$ cat src/rtl/wb_dest_pipe_pkg.sv
// -----------------------------------------------------------------------------
// wb_dest_pipe_pkg
// Shared definitions for the writeback-destination pipeline:
//   - register-address / writeback-select widths
//   - writeback-select (WS) encodings
//   - stage write-tag struct {valid, wa, we, ws}
//   - ID/EX next-value select used between hazard_detect and the stage regs
// -----------------------------------------------------------------------------
package wb_dest_pipe_pkg;

    localparam int AW = 5;
    localparam int SW = 3;

    localparam logic [SW-1:0] WS_ALU  = 3'd0;
    localparam logic [SW-1:0] WS_HILO = 3'd1;
    localparam logic [SW-1:0] WS_PC8  = 3'd2;
    localparam logic [SW-1:0] WS_LOAD = 3'd3;

    typedef struct packed {
        logic          valid;
        logic [AW-1:0] wa;
        logic          we;
        logic [SW-1:0] ws;
    } stage_tag_t;

    // What the ID/EX register takes on the next edge.
    typedef enum logic [1:0] {
        IDEX_LOAD   = 2'd0,
        IDEX_HOLD   = 2'd1,
        IDEX_BUBBLE = 2'd2
    } idex_sel_t;

    // A tag only writes the register file when it is a real instruction
    // with write enable set and a non-zero destination.
    function automatic logic tag_writes(input stage_tag_t t);
        return t.valid & t.we & (t.wa != '0);
    endfunction

endpackage

$ cat src/rtl/wb_dest_pipe_hazard_detect.sv
// -----------------------------------------------------------------------------
// hazard_detect
// Purely combinational load-use detection and front-end control resolution.
// Priority per cycle: ex_hold > ex_flush > load_use > normal.
//
// Ports:
//   idex_valid/we/ws/wa      in   instruction currently in EX (ID/EX register)
//   id_valid, id_ra1/2,
//   id_use1/2                in   instruction currently in decode
//   ex_hold, ex_flush        in   EX-stage hold / redirect requests
//   load_use                 out  raw load-use condition (before priority)
//   stall_if, stall_id       out  hold PC / hold IF/ID
//   flush_id                 out  squash IF/ID
//   idex_sel                 out  ID/EX next-value select (load/hold/bubble)
//   exmem_bubble             out  EX/MEM loads a bubble instead of ID/EX
// -----------------------------------------------------------------------------
module hazard_detect
    import wb_dest_pipe_pkg::*;
#(
    parameter int             AW      = wb_dest_pipe_pkg::AW,
    parameter int             SW      = wb_dest_pipe_pkg::SW,
    parameter logic [SW-1:0]  WS_LOAD = wb_dest_pipe_pkg::WS_LOAD
) (
    input  logic          idex_valid,
    input  logic          idex_we,
    input  logic [SW-1:0] idex_ws,
    input  logic [AW-1:0] idex_wa,
    input  logic          id_valid,
    input  logic [AW-1:0] id_ra1,
    input  logic [AW-1:0] id_ra2,
    input  logic          id_use1,
    input  logic          id_use2,
    input  logic          ex_hold,
    input  logic          ex_flush,
    output logic          load_use,
    output logic          stall_if,
    output logic          stall_id,
    output logic          flush_id,
    output idex_sel_t     idex_sel,
    output logic          exmem_bubble
);

    logic ex_is_load;
    logic src_match;

    // Load data only exists at MEM/WB, so a dependent instruction in decode
    // cannot be covered by forwarding while the load sits in EX.
    assign ex_is_load = idex_valid & idex_we & (idex_ws == WS_LOAD) & (idex_wa != '0);
    assign src_match  = (id_use1 & (id_ra1 == idex_wa)) | (id_use2 & (id_ra2 == idex_wa));
    assign load_use   = ex_is_load & id_valid & src_match;

    always_comb begin
        stall_if     = 1'b0;
        stall_id     = 1'b0;
        flush_id     = 1'b0;
        idex_sel     = IDEX_LOAD;
        exmem_bubble = 1'b0;

        if (ex_hold) begin
            // EX instruction stays put; downstream drains behind a bubble.
            stall_if     = 1'b1;
            stall_id     = 1'b1;
            idex_sel     = IDEX_HOLD;
            exmem_bubble = 1'b1;
        end else if (ex_flush) begin
            // Decode instruction is on the wrong path, so its hazard is moot.
            flush_id = 1'b1;
            idex_sel = IDEX_BUBBLE;
        end else if (load_use) begin
            stall_if = 1'b1;
            stall_id = 1'b1;
            idex_sel = IDEX_BUBBLE;
        end
    end

endmodule

$ cat src/rtl/wb_dest_pipe.sv
// -----------------------------------------------------------------------------
// wb_dest_pipe
// Carries each instruction's writeback destination through ID/EX, EX/MEM and
// MEM/WB, drives the EX/MEM and MEM/WB write tags for the forwarding unit and
// the register-file write port, and generates load-use stall / flush controls.
//
// Ports:
//   clk, rst_n                      clock (rising), async active-low reset
//   id_valid, id_ra1, id_ra2,
//   id_use1, id_use2, id_wa,
//   id_we, id_ws                    decode-stage instruction fields
//   ex_hold, ex_flush               EX busy / taken-branch redirect
//   ra1_ex, ra2_ex                  sources of the EX instruction
//   wa_em, we_em, ws_em             EX/MEM write tag
//   wa_mw, we_mw, ws_mw             MEM/WB write tag (register-file write)
//   stall_if, stall_id, flush_id    front-end controls
//   stall_cnt                       saturating count of stall_if cycles
// -----------------------------------------------------------------------------
module wb_dest_pipe
    import wb_dest_pipe_pkg::*;
#(
    parameter int             AW      = wb_dest_pipe_pkg::AW,
    parameter int             SW      = wb_dest_pipe_pkg::SW,
    parameter logic [SW-1:0]  WS_LOAD = wb_dest_pipe_pkg::WS_LOAD,
    parameter int             CNT_W   = 16
) (
    input  logic             clk,
    input  logic             rst_n,
    input  logic             id_valid,
    input  logic [AW-1:0]    id_ra1,
    input  logic [AW-1:0]    id_ra2,
    input  logic             id_use1,
    input  logic             id_use2,
    input  logic [AW-1:0]    id_wa,
    input  logic             id_we,
    input  logic [SW-1:0]    id_ws,
    input  logic             ex_hold,
    input  logic             ex_flush,
    output logic [AW-1:0]    ra1_ex,
    output logic [AW-1:0]    ra2_ex,
    output logic [AW-1:0]    wa_em,
    output logic             we_em,
    output logic [SW-1:0]    ws_em,
    output logic [AW-1:0]    wa_mw,
    output logic             we_mw,
    output logic [SW-1:0]    ws_mw,
    output logic             stall_if,
    output logic             stall_id,
    output logic             flush_id,
    output logic [CNT_W-1:0] stall_cnt
);

    // Widths follow the module parameters so overrides stay consistent.
    typedef struct packed {
        logic          valid;
        logic [AW-1:0] ra1;
        logic [AW-1:0] ra2;
        logic [AW-1:0] wa;
        logic          we;
        logic [SW-1:0] ws;
    } idex_t;

    typedef struct packed {
        logic          valid;
        logic [AW-1:0] wa;
        logic          we;
        logic [SW-1:0] ws;
    } tag_t;

    idex_t     idex_q;
    tag_t      exmem_q;
    tag_t      memwb_q;
    idex_sel_t idex_sel;
    logic      exmem_bubble;
    logic      load_use;

    hazard_detect #(
        .AW      (AW),
        .SW      (SW),
        .WS_LOAD (WS_LOAD)
    ) u_hazard_detect (
        .idex_valid   (idex_q.valid),
        .idex_we      (idex_q.we),
        .idex_ws      (idex_q.ws),
        .idex_wa      (idex_q.wa),
        .id_valid     (id_valid),
        .id_ra1       (id_ra1),
        .id_ra2       (id_ra2),
        .id_use1      (id_use1),
        .id_use2      (id_use2),
        .ex_hold      (ex_hold),
        .ex_flush     (ex_flush),
        .load_use     (load_use),
        .stall_if     (stall_if),
        .stall_id     (stall_id),
        .flush_id     (flush_id),
        .idex_sel     (idex_sel),
        .exmem_bubble (exmem_bubble)
    );

    always_ff @(posedge clk or negedge rst_n) begin
        if (!rst_n) begin
            idex_q <= '0;
        end else begin
            case (idex_sel)
                IDEX_LOAD: begin
                    idex_q.valid <= id_valid;
                    idex_q.ra1   <= id_ra1;
                    idex_q.ra2   <= id_ra2;
                    idex_q.wa    <= id_wa;
                    idex_q.we    <= id_we;
                    idex_q.ws    <= id_ws;
                end
                IDEX_HOLD:   idex_q <= idex_q;
                // A bubble clears every field so nothing stale reaches fwd.
                IDEX_BUBBLE: idex_q <= '0;
                default:     idex_q <= '0;
            endcase
        end
    end

    always_ff @(posedge clk or negedge rst_n) begin
        if (!rst_n) begin
            exmem_q <= '0;
            memwb_q <= '0;
        end else begin
            if (exmem_bubble) begin
                exmem_q <= '0;
            end else begin
                exmem_q.valid <= idex_q.valid;
                exmem_q.wa    <= idex_q.wa;
                exmem_q.we    <= idex_q.we;
                exmem_q.ws    <= idex_q.ws;
            end
            memwb_q <= exmem_q;
        end
    end

    always_ff @(posedge clk or negedge rst_n) begin
        if (!rst_n) begin
            stall_cnt <= '0;
        end else if (stall_if && (stall_cnt != {CNT_W{1'b1}})) begin
            stall_cnt <= stall_cnt + 1'b1;
        end
    end

    assign ra1_ex = idex_q.ra1;
    assign ra2_ex = idex_q.ra2;

    assign wa_em = exmem_q.wa;
    assign ws_em = exmem_q.ws;
    assign we_em = exmem_q.valid & exmem_q.we & (exmem_q.wa != '0);

    assign wa_mw = memwb_q.wa;
    assign ws_mw = memwb_q.ws;
    assign we_mw = memwb_q.valid & memwb_q.we & (memwb_q.wa != '0);

endmodule

$ cat config.mk
export PLATFORM = sky130hd
export DESIGN_NAME = wb_dest_pipe
export DESIGN_NICKNAME = d
export VERILOG_FILES = /design/src/rtl/wb_dest_pipe_pkg.sv /design/src/rtl/wb_dest_pipe_hazard_detect.sv /design/src/rtl/wb_dest_pipe.sv
export SDC_FILE = /design/constraint.sdc
export NUM_CORES = 1
export LEC_CHECK = 0
export ABC_AREA = 1
export BUFFER_PORTS_ARGS = -buffer_cell sky130_fd_sc_hd__clkbuf_2
export CORE_UTILIZATION = 35
export DETAILED_ROUTE_END_ITERATION = 10
export SETUP_SLACK_MARGIN = 0.2
export SLEW_MARGIN = 20
export SYNTH_ARGS = -nofsm -noshare
export SYNTH_HDL_FRONTEND = slang
export SYNTH_SLANG_ARGS = --single-unit
$ cat constraint.sdc
create_clock -name clk -period 5 [get_ports clk]
set_clock_uncertainty 0.15 [all_clocks]
set_input_delay 1 -clock clk [delete_from_list [all_inputs] [get_ports clk]]
set_output_delay 1 -clock clk [all_outputs]
set_load 0.01 [all_outputs]
==> results.txt, run 1 <==
- Run status: finished clean
- The synthesized design contains 56 register bits.
- Leak pwr: 1.75 nW
- In the global route stage, overall resource usage came out at 14.5%.
* Final setup violation count: 0
- Category of the worst setup path launch point: primary input
* RSZ-0062 raised after global routing: false
- Routed wirelength normalized by instance count: 11.8 um
- After the last flow step, the layout net total stands at 399.
- Area contributors post-synth: sky130_fd_sc_hd__dfrtp_1 (51%), sky130_fd_sc_hd__nand2_1 (12%), sky130_fd_sc_hd__buf_4 (7.9%), sky130_fd_sc_hd__inv_1 (5.9%), sky130_fd_sc_hd__nand3_1 (4.9%)
- Total power for the finished layout comes to 938 uW.
- The final layout contains routed wiring with a total length of 5.58 mm.
* Number of rows in the core area: 31
- Clock Path Buffers: 2
- The initial antenna violation count was 0.
- Post-synthesis cell type with the largest combined area: sky130_fd_sc_hd__dfrtp_1
* Signal arrival time at the worst endpoint: 2500 ps
- Cell area after technology mapping: 2750 um^2
- Measured against its own limit, the worst slew margin works out to 52.6%.
* Synth-to-layout area growth: 12.0%
- For the worst-skew pair, the clock arrives at the later sink with an insertion delay of 310 ps.
- # hold bufs at CTS: 0
- In this run, CTS created clock tree buffers numbering 5.
* Estimated wirelength of the detail-placed design: 4.11 mm
- Area of the core region: 7410 um^2
* Number of top-level design ports: 73
- Summed over its instances, the top area cell type makes up 50.9% of the synthesized netlist area.
- After synthesis, the mean cell area works out to 8.39 um^2.
- Number of setup buffers added after CTS: 0
- The number of antenna diodes in the final layout is 0.
- After detailed routing, the met2 layer carries 2.58 mm of wire.
- The first global-routing pass estimated 9.64 mm of wire.
- For this configuration, the core starts out at a cell density of 37.2%.
- Routability-driven placement finished with a final weighted congestion of 0.788.
* DIE AREA: 8220 um^2
* Register area share after synthesis: 50.9%
- Share of final-layout standard cells stronger than drive strength 1: 24.4%
- Post-route minimum period: 3650 ps
- Entering global routing, the biggest net connects 57 pins.
* Top library cells by usage in the layout, fill and taps aside: sky130_fd_sc_hd__nand2_1 (88), sky130_fd_sc_hd__clkbuf_2 (72), sky130_fd_sc_hd__dfrtp_1 (56)
- Net Count, Synth: 355
- Port buffering added 72 buffers.
- Portion of the clock cycle consumed by the worst path in the final layout: 73.0%
* X dimension of the die: 90.7 um
- Wire segments on met3 add up to 296 um in the final route.
* Number of design rule violations left after detail routing: 0
- The number of endpoints with negative hold slack in the final report is 0.
- In the final routing, the length of wire on met1 measures 2.68 mm.
- In this run the worst hold path is classified as reg2reg.
- The worst setup path is captured at a primary output.
* CP Data Required Time: 3850 ps
* Setup TNS: 0 ps
- The first detailed-routing pass ran for 4 iterations.
* First-iteration detailed-routing DRC count: 87
* Leading cell type in the layout, fill and taps excluded: sky130_fd_sc_hd__nand2_1
- Counting every instance in the synthesized netlist gives 328.
- The number of global-route vias before repair was 2025.
- Power density relative to cell area: 305 nW/um^2
- TritonCTS built the clock tree.
- Hold timing on the final database bottoms out at a slack of 236 ps.
- For the pin with the worst max-slew slack, the measured transition is 709 ps.
- The die is 90.7 um tall.
- Clk pin slew, worst setup/hold paths: 100 ps
- The max-slew violation count was 0.
- ANT nets after route: 0
- Using the TritonRoute via totals, the vias-per-cell ratio works out to 4.46.
- Vias: 2105
- The root buffer cell chosen for the clock tree is sky130_fd_sc_hd__clkbuf_8.
- Max-cap violations in this run came to 0.
* Number of warning messages in the yosys log: 0
- Distinct cell type count after synthesis: 23
- The clock tree synthesis step divided the H-tree into 2 levels.
* Worst vdd ir: 0.000124 V
- For this run, the top clock speed supported by timing is 274 MHz.
- Uppermost signal routing layer after detailed routing: met4
- Number of clock sinks: 56
* Worst Path Class, Setup: in2out
- After global routing the overflow that remains totals 0.
- Of all nets on the critical path, the largest fanout is 22.
- In this run, post-CTS repair resized a total of 0 instances.
[path summary, 6_finish.rpt]
| check | from | end | slack, ps | depth (start not counted) |
|---|---|---|---|---|
| max in group asynchronous | rst_n | stall_cnt[4]$_DFFE_PN0P_ | 3580 | 2 |
| min in group asynchronous | rst_n | stall_cnt[5]$_DFFE_PN0P_ | 670 | 2 |
| min reg2reg | ws_em[2]$_DFF_PN0_ | ws_mw[2]$_DFF_PN0_ | 240 | 0 |
| max | ex_hold | stall_id | 1350 | 4 |
| min | ws_em[2]$_DFF_PN0_ | ws_mw[2]$_DFF_PN0_ | 240 | 0 |
| max reg2reg | idex_q[7]$_DFFE_PN0P_ | stall_cnt[9]$_DFFE_PN0P_ | 2680 | 10 |
[registers in the layout (all words and copies together) (netlist names)]
| name | cells |
|---|---|
| idex_q | 10 |
| memwb_q | 2 |
| ra1_ex | 5 |
| ws_em | 3 |
| stall_cnt | 16 |
| ws_mw | 3 |
| wa_em | 5 |
| ra2_ex | 5 |
| wa_mw | 5 |
| exmem_q | 2 |
[metal layers]
layer | global-route usage [%] | up-vias
met5 | 0 | -
met1 | 19.9 | 962
met4 | 2.42 | 0
met2 | 23.0 | 64
met3 | 4.12 | 2
li1 | - | 1077
[cell type report]
| cell class | count | area, um^2 |
|---|---|---|
| clock buffer | 5 | 68.8 |
| clock inverter | 3 | 22.5 |
| fill | 757 | 4330 |
| inverter | 47 | 176 |
| multi-input combinational | 189 | 921 |
| sequential | 56 | 1400 |
| tap | 99 | 124 |
| timing repair buffer | 73 | 368 |
[synthesized netlist by cell type]
| cell type | count |
|---|---|
| sky130_fd_sc_hd__nand4_1 | 1 |
| sky130_fd_sc_hd__nand2_1 | 88 |
| sky130_fd_sc_hd__nand3_1 | 27 |
| sky130_fd_sc_hd__nor3_4 | 1 |
| sky130_fd_sc_hd__inv_1 | 43 |
| sky130_fd_sc_hd__or3_1 | 2 |
| sky130_fd_sc_hd__xor2_1 | 8 |
| sky130_fd_sc_hd__nand2_2 | 1 |
| sky130_fd_sc_hd__buf_4 | 29 |
| sky130_fd_sc_hd__nor3_1 | 6 |
| sky130_fd_sc_hd__ha_1 | 1 |
| sky130_fd_sc_hd__dfrtp_1 | 56 |
| sky130_fd_sc_hd__buf_6 | 1 |
| sky130_fd_sc_hd__inv_2 | 4 |
| sky130_fd_sc_hd__buf_2 | 2 |
| sky130_fd_sc_hd__xnor2_1 | 3 |
| sky130_fd_sc_hd__nand4_4 | 1 |
| sky130_fd_sc_hd__o21ai_0 | 10 |
| sky130_fd_sc_hd__nor2_1 | 25 |
| sky130_fd_sc_hd__o22ai_1 | 10 |
| sky130_fd_sc_hd__o311ai_0 | 2 |
| sky130_fd_sc_hd__nor3_2 | 3 |
| sky130_fd_sc_hd__clkbuf_1 | 4 |
[worst max-delay path, stage by stage]
cell and delay (ps):
sky130_fd_sc_hd__clkbuf_2 340, sky130_fd_sc_hd__inv_1 290, sky130_fd_sc_hd__nand2_1 610, sky130_fd_sc_hd__clkbuf_2 250
[stage by stage]
stage          util [%]  setup WS, ps  std cells  area [um^2]
2_1_floorplan         -          2000        328         2750
3_3_place_gp       40.4          1350        464         2990
3_5_place_dp       40.4          1320        464         2990
4_1_cts            41.6          1330        472         3080
5_1_grt            41.6          1180        472         3080
6_report           41.6          1350        472         3080
[cells by family (layout without fill, tap and decap cells)]
logic type      count (synthesis)  in the layout  synth area share, %
fa+ha+maj                       1              1                0.454
compound gates                 22             22                 4.73
xor+xnor                       11             11                 3.50
buf+inv                        83            128                 15.6
simple gates                  155            155                 24.8
flops                          56             56                 50.9
[where the power goes]
group          total (mW)  switching (mW)  internal [mW]
Combinational       0.160          0.0969         0.0628
Sequential          0.527          0.0367          0.490
Clock               0.252           0.151          0.101
Total               0.938           0.285          0.654
Power figures use the tool's default switching activity.
==> run 2: changes to the inputs <==
--- a/config.mk
+++ b/config.mk
@@ -5,7 +5,7 @@
 export SDC_FILE = /design/constraint.sdc
 export NUM_CORES = 1
 export LEC_CHECK = 0
-export ABC_AREA = 1
+export ABC_AREA = 0
 export BUFFER_PORTS_ARGS = -buffer_cell sky130_fd_sc_hd__clkbuf_2
 export CORE_UTILIZATION = 35
 export DETAILED_ROUTE_END_ITERATION = 10
==> constraint.sdc (replaced) <==
create_clock -name clk -period 3 [get_ports clk]
set_clock_uncertainty 0.15 [all_clocks]
set_input_delay 0.6 -clock clk [delete_from_list [all_inputs] [get_ports clk]]
set_output_delay 0.6 -clock clk [all_outputs]
set_load 0.01 [all_outputs]
==> results.txt, run 2 <==
* Proportion of synthesized flip-flops having asynchronous set or reset: 100%
* Cell Area, Placed: 2740 um^2
* Detailed route wirelength on metal2: 2.22 mm
- TritonCTS built the clock tree.
- Synth-to-layout area growth: 16.6%
* Clk pin slew, worst setup/hold paths: 100 ps
- Starting density of the core: 36.3%
- Fraction of the mapped netlist area in compound gates: 9.74%
* ANT nets after route: 0
* Worst slew margin relative to its limit: 53.8%
* Final setup violation count: 0
- Clock tree synthesis found a total of 56 sinks.
* Largest net degree at the start of global routing: 57
- Highest clock rate: 373 MHz
- In this run the core area contains 30 standard-cell rows.
* Number of design rule violations left after detail routing: 0
* Multiplexer fraction of the synthesized cell area: 0.858%
* Post-synthesis cell type with the largest combined area: sky130_fd_sc_hd__dfrtp_1
- Worst Path Max Fanout: 4
* Vias: 1595
- XOR/XNOR share of the synthesized area: 8.48%
- Max Cap Violations: 0
* Category of the worst setup path launch point: flop
- Across every metal layer, demand over resource in global routing totals 13.3%.
- CP Data Required Time: 2250 ps
- Average size of a mapped cell: 12.0 um^2
- Counting instances in the post-synthesis netlist gives the leading cell types as sky130_fd_sc_hd__dfrtp_1 (56), sky130_fd_sc_hd__buf_4 (27), sky130_fd_sc_hd__a22o_1 (20), sky130_fd_sc_hd__nor2b_1 (14), sky130_fd_sc_hd__xnor2_1 (13).
- The register with the most flip-flops in the layout has 16 of them.
* Area of the core region: 6830 um^2
* Post-route standard cell area excluding fillers: 2890 um^2
* Detailed-route wire length: 4.74 mm
- Cell at the root of the clock tree: sky130_fd_sc_hd__clkbuf_8
- Top library cells by usage in the layout, fill and taps aside: sky130_fd_sc_hd__clkbuf_2 (72), sky130_fd_sc_hd__dfrtp_1 (53), sky130_fd_sc_hd__a22o_1 (20)
- Setup repair after global routing left no endpoint under its margin.
- Total power for the finished layout comes to 1.76 mW.
- The first TritonRoute pass finished after 4 iterations.
- Portion of the clock cycle consumed by the worst path in the final layout: 89.4%
- Number of port buffers: 72
* Distinct cell type count after synthesis: 31
- Number of global-route vias before repair: 1480
* Final Non-Filler Cells: 355
- Cell area after technology mapping: 2480 um^2
- X dimension of the die: 86.2 um
- Synthesized-area fraction occupied by adder cells: 0.505%
- Placed Instances: 343
- The clock period could shrink to 2680 ps.
- Slew at the pin with the worst max-slew slack: 694 ps
* Routed wirelength normalized by instance count: 13.4 um
- Clock Path Buffers: 2
- In this run the biggest area consumer among cell types represents 56.5% of the synthesized area.
- Signal arrival time at the worst endpoint: 1930 ps
* Chip Height: 86.2 um
- Number of warning messages in the yosys log: 0
- Of the cells placed in the final design, the portion with a size suffix greater than 1 is 38.6%.
- Buffers inserted during clock tree synthesis total 5.
* Number of antenna repair diodes: 0
- The number of endpoints with negative hold slack in the final report was 0.
* First-iteration detailed-routing DRC count: 67
- Synthesis handed over a netlist of 207 instances.
- The analysis attributes to cell leakage a power of 1.42 nW.
* Leading cell type in the layout, fill and taps excluded: sky130_fd_sc_hd__clkbuf_2
- Met3 wirelength from detailed routing: 168 um
- Uppermost signal routing layer after detailed routing: met4
- The critical path in this run is classified as reg2out.
* Number of antenna violations at the first check in global routing: 0
- Yosys attributes the largest share of cell area to sky130_fd_sc_hd__dfrtp_1 (57%), sky130_fd_sc_hd__buf_4 (8.2%), sky130_fd_sc_hd__a22o_1 (7.1%), sky130_fd_sc_hd__xnor2_1 (4.6%), sky130_fd_sc_hd__xor2_1 (3.9%).
- Setup TNS: 0 ps
- Routed vias/inst: 4.49
* Register area share after synthesis: 56.5%
- Most flop-heavy register: stall_cnt
- Global placement routability congestion: 0.808
* Power density relative to cell area: 609 nW/um^2
- First-pass GRT wire length: 7.60 mm
- The number of nets handed over by synthesis was 234.
- The max-slew violation count is 0.
- Most common flop cell mapped by yosys: sky130_fd_sc_hd__dfrtp_1
* Number of enable flip-flop cells after synthesis: 0
* Grt total ovfl: 0
- Detailed placement finished with a half-perimeter wire length of 3.40 mm.
* Registers with the most flip-flops: stall_cnt (16), idex_q (10)
* Largest family of logic cells by synthesized area: simple AND/OR/NAND/NOR gates
* M1 wire length: 2.29 mm
- Most frequently used cell type in the post-synthesis netlist: sky130_fd_sc_hd__dfrtp_1
* Worst vdd ir: 0.000188 V
- Number of top-level design ports: 73
- Fraction of the mapped netlist area in simple logic gates: 13.3%
* DIE AREA: 7420 um^2
- Clock insertion delay at the later pin of the skew report: 310 ps
* Type of the most critical hold path: reg2reg
- After the last flow step, the layout net total stands at 285.
* # H-tree levels: 2
- On the final layout, the worst hold slack is 231 ps.
- Number of register bits inferred by synthesis: 56
* Run status: finished clean
* Crit end category: primary output
-- run 2: cell count changes after synthesis, moves of 6 or more --
| cell | before | now |
|---|---|---|
| sky130_fd_sc_hd__nand4_1 | 1 | 7 |
| sky130_fd_sc_hd__nor2_1 | 25 | 12 |
| sky130_fd_sc_hd__o21ai_0 | 10 | 0 |
| sky130_fd_sc_hd__nand3_1 | 27 | 4 |
| sky130_fd_sc_hd__nand2_1 | 88 | 6 |
| sky130_fd_sc_hd__nor2b_1 | 0 | 14 |
| sky130_fd_sc_hd__xnor2_1 | 3 | 13 |
| sky130_fd_sc_hd__o22ai_1 | 10 | 0 |
| sky130_fd_sc_hd__inv_1 | 43 | 5 |
| sky130_fd_sc_hd__a22o_1 | 0 | 20 |
-- run 2: routing by layer --
layer | up-vias | GRT usage (%)
li1 | 789 | -
met1 | 767 | 19.3
met2 | 33 | 19.7
met3 | 6 | 2.89
met4 | 0 | 4.09
met5 | - | 0
-- run 2: power by group --
group,total [mW],switching (mW),internal (mW)
sequential,0.979,0.125,0.855
combinational,0.358,0.189,0.169
clock,0.424,0.254,0.171
total,1.76,0.567,1.19
-- run 2: final timing paths --
path / slack [ps] / start / cells past startpoint / to
setup / recovery: 320 / idex_q[7]$_DFFE_PN0P_ / 6 / stall_id
hold / removal: 230 / ws_em[2]$_DFF_PN0_ / 0 / ws_mw[2]$_DFF_PN0_
setup reg to reg: 490 / idex_q[7]$_DFFE_PN0P_ / 7 / stall_cnt[1]$_DFFE_PN0P_
hold reg to reg: 230 / ws_em[2]$_DFF_PN0_ / 0 / ws_mw[2]$_DFF_PN0_
max in group asynchronous: 1950 / rst_n / 2 / idex_q[6]$_DFFE_PN0P_
min in group asynchronous: 260 / rst_n / 2 / stall_cnt[8]$_DFFE_PN0P_
-- run 2: logic make-up (layout without fill, tap and decap cells) --
group | Yosys count | count (layout)
xor gates and xnor gates | 24 | 24
and+or+nand+nor | 58 | 58
buffers and inverters | 40 | 92
adders and majority gates | 1 | 1
AOI/OAI and AO/OA | 26 | 26
muxes | 2 | 2
DFF | 56 | 56
-- run 2: critical path: stages, from the launching register on --
cell and delay (ps):
sky130_fd_sc_hd__dfrtp_2 440, sky130_fd_sc_hd__or4_4 530, sky130_fd_sc_hd__o211ai_4 220, sky130_fd_sc_hd__nor2_2 50, sky130_fd_sc_hd__a21oi_2 170, sky130_fd_sc_hd__inv_1 70, sky130_fd_sc_hd__clkbuf_2 130
-- run 2: layout make-up --
class | instances | area, um^2
timing repair buffer | 79 | 413
clock inverter | 3 | 25.0
fill | 695 | 3940
sequential | 56 | 1410
tap | 96 | 120
multi-input combinational | 111 | 840
inverter | 5 | 18.8
clock buffer | 5 | 68.8
-- run 2: per-stage QoR --
stage | util [%] | setup slack [ps]
final | 42.3 | 318
after global routing | 42.3 | 206
after CTS | 41.6 | 229
after detailed placement | 40.2 | 521
after global placement | 40.2 | 550
after floorplan | - | 652
-- run 2: timing repair --
action                                  4_1_cts  5_1_grt
endpoints found under the setup margin        2        2
resized for setup                             1        6
buffers inserted                              0        4
pin swaps                                     0        2
hold buffers                                  0        0
==> run 3: changes to the inputs <==
--- a/config.mk
+++ b/config.mk
@@ -8,6 +8,7 @@
 export ABC_AREA = 0
 export BUFFER_PORTS_ARGS = -buffer_cell sky130_fd_sc_hd__clkbuf_2
 export CORE_UTILIZATION = 35
+export CTS_BUF_LIST = sky130_fd_sc_hd__clkbuf_2
 export DETAILED_ROUTE_END_ITERATION = 10
 export SETUP_SLACK_MARGIN = 0.2
 export SLEW_MARGIN = 20
==> results.txt, run 3 (synthesized netlist as in run 2, its figures left out) <==
- Number of clock sinks: 56
* CP Data Required Time: 2250 ps
* Share of the core filled with cells in the final layout: 41.6%
- Vias: 1631
- Routed vias/inst: 4.58
* Routed wirelength normalized by instance count: 13.5 um
- Max-slew violations: 0
- Timing would allow up to 355 MHz.
- After floorplanning, the core was divided into 30 placement rows.
- Estimated wirelength of the detail-placed design: 3.40 mm
* Area of the core region: 6830 um^2
* Number of design rule violations left after detail routing: 0
- The worst setup path is launched from a flop.
- CTS placed an instance of sky130_fd_sc_hd__clkbuf_2 at the clock tree root.
- The critical path is of the reg2out type.
- The post-route netlist has 38.1% of its cells at a drive strength greater than 1.
- In this run the number of H-tree levels came out at 2.
- Setup TNS: 0 ps
- Detailed-route wire length: 4.80 mm
- In this run the count of I/O pins placed on the die edge is 73.
* Max Cap Violations: 0
* Worst Path Max Fanout: 2
- The number of global-route vias before repair came to 1501.
* Number of antenna repair diodes: 0
* Leading cell type in the layout, fill and taps excluded: sky130_fd_sc_hd__clkbuf_2
* Placed Instances: 343
* Clock tree from TritonCTS: yes
- Run status: finished clean
- Post-route minimum period: 2820 ps
- Largest net degree at the start of global routing: 57
* Power after layout: 1.65 mW
- Top library cells by usage in the layout, fill and taps aside: sky130_fd_sc_hd__clkbuf_2 (77), sky130_fd_sc_hd__dfrtp_1 (55), sky130_fd_sc_hd__a22o_1 (20)
- Port buffering added 72 buffers.
- Clock-pin slew was measured on the worst setup and hold paths at 290 ps.
- Global placement routability congestion: 0.808
* Crit end category: primary output
* Clock insertion delay at the later pin of the skew report: 450 ps
* Chip Height: 86.2 um
* Type of the most critical hold path: in2async
- DIE AREA: 7420 um^2
* Leak pwr: 1.42 nW
* Power density relative to cell area: 580 nW/um^2
* First-iteration detailed-routing DRC count: 88
* ANT nets after route: 0
* Worst slew margin relative to its limit: 53.9%
* Starting density of the core: 36.3%
- The number of endpoints with negative hold slack in the final report came to 0.
- Signal arrival time at the worst endpoint: 2070 ps
- RSZ-0062 raised after global routing: true
* Most flop-heavy register: stall_cnt
- At the pin with the least slew margin, the transition time is 691 ps.
- From left edge to right edge, the die measures 86.2 um.
* Worst Hold Margin: 80.6 ps
- Portion of the clock cycle consumed by the worst path in the final layout: 93.9%
- IR analysis of the VDD net gives a maximum drop of 0.000196 V.
- Across every metal layer, demand over resource in global routing totals 13.4%.
- Clock Path Buffers: 2
- Number of search-and-repair iterations in the first detailed-routing pass: 4
- The largest registers in the layout are stall_cnt (16), idex_q (10).
* Final setup violation count: 0
* # hold bufs at CTS: 0
- Final Non-Filler Cells: 356
- First-pass GRT wire length: 7.65 mm
- Grt total ovfl: 0
* Synth-to-layout area growth: 14.7%
- Largest register FFs: 16
- Net count of the finished layout: 286
- Number of buffers inserted during clock tree synthesis: 5
- Number of antenna violations at the first check in global routing: 0
## run 3: per-stage QoR
stage	instance area, um^2	setup slack (ps)
2_1_floorplan	2480	652
3_3_place_gp	2740	550
3_5_place_dp	2740	521
4_1_cts	2830	135
5_1_grt	2840	33.3
6_report	2840	182
## run 3: critical path, stage by stage, from the launching register on
cell	delay (ps)
sky130_fd_sc_hd__dfrtp_1	460
sky130_fd_sc_hd__or4_4	540
sky130_fd_sc_hd__o211ai_2	200
sky130_fd_sc_hd__nor2_2	60
sky130_fd_sc_hd__a21oi_2	170
sky130_fd_sc_hd__inv_1	70
sky130_fd_sc_hd__clkbuf_2	130
## run 3: cell type report
type / count / area [um^2]
clock buffer: 5 / 25.0
clock inverter: 3 / 25.0
fill: 709 / 3990
inverter: 5 / 18.8
multi-input combinational: 111 / 831
sequential: 56 / 1400
tap: 96 / 120
timing repair buffer: 80 / 420
## run 3: worst paths after layout
kind	startpoint	end	slack, ps	cells past startpoint
worst min-delay path	rst_n	idex_q[5]$_DFFE_PN0P_	80	2
worst max register to register	idex_q[4]$_DFFE_PN0P_	stall_cnt[1]$_DFFE_PN0P_	520	7
min in group clk	id_wa[1]	idex_q[5]$_DFFE_PN0P_	180	2
worst min register to register	ws_em[2]$_DFF_PN0_	ws_mw[2]$_DFF_PN0_	260	0
worst max-delay path	idex_q[4]$_DFFE_PN0P_	stall_id	180	6
max in group asynchronous	rst_n	idex_q[6]$_DFFE_PN0P_	2160	2
## run 3: power by group
part           switching, mW  internal, mW  leakage, nW
registers              0.122         0.855        0.714
clock network          0.246        0.0641       0.0300
logic                  0.190         0.171        0.673
## run 3: routing by layer
metal	track usage, %	routed length, um
met1	19.4	2350
met5	0	0
met3	3.18	177
met4	4.09	41
met2	20.0	2230
## run 3: what timing repair did
action | 4_1_cts | 5_1_grt
pin swaps | 2 | 2
buffers inserted | 4 | 1
setup endpoints to repair | 2 | 2
gates resized for setup | 3 | 1
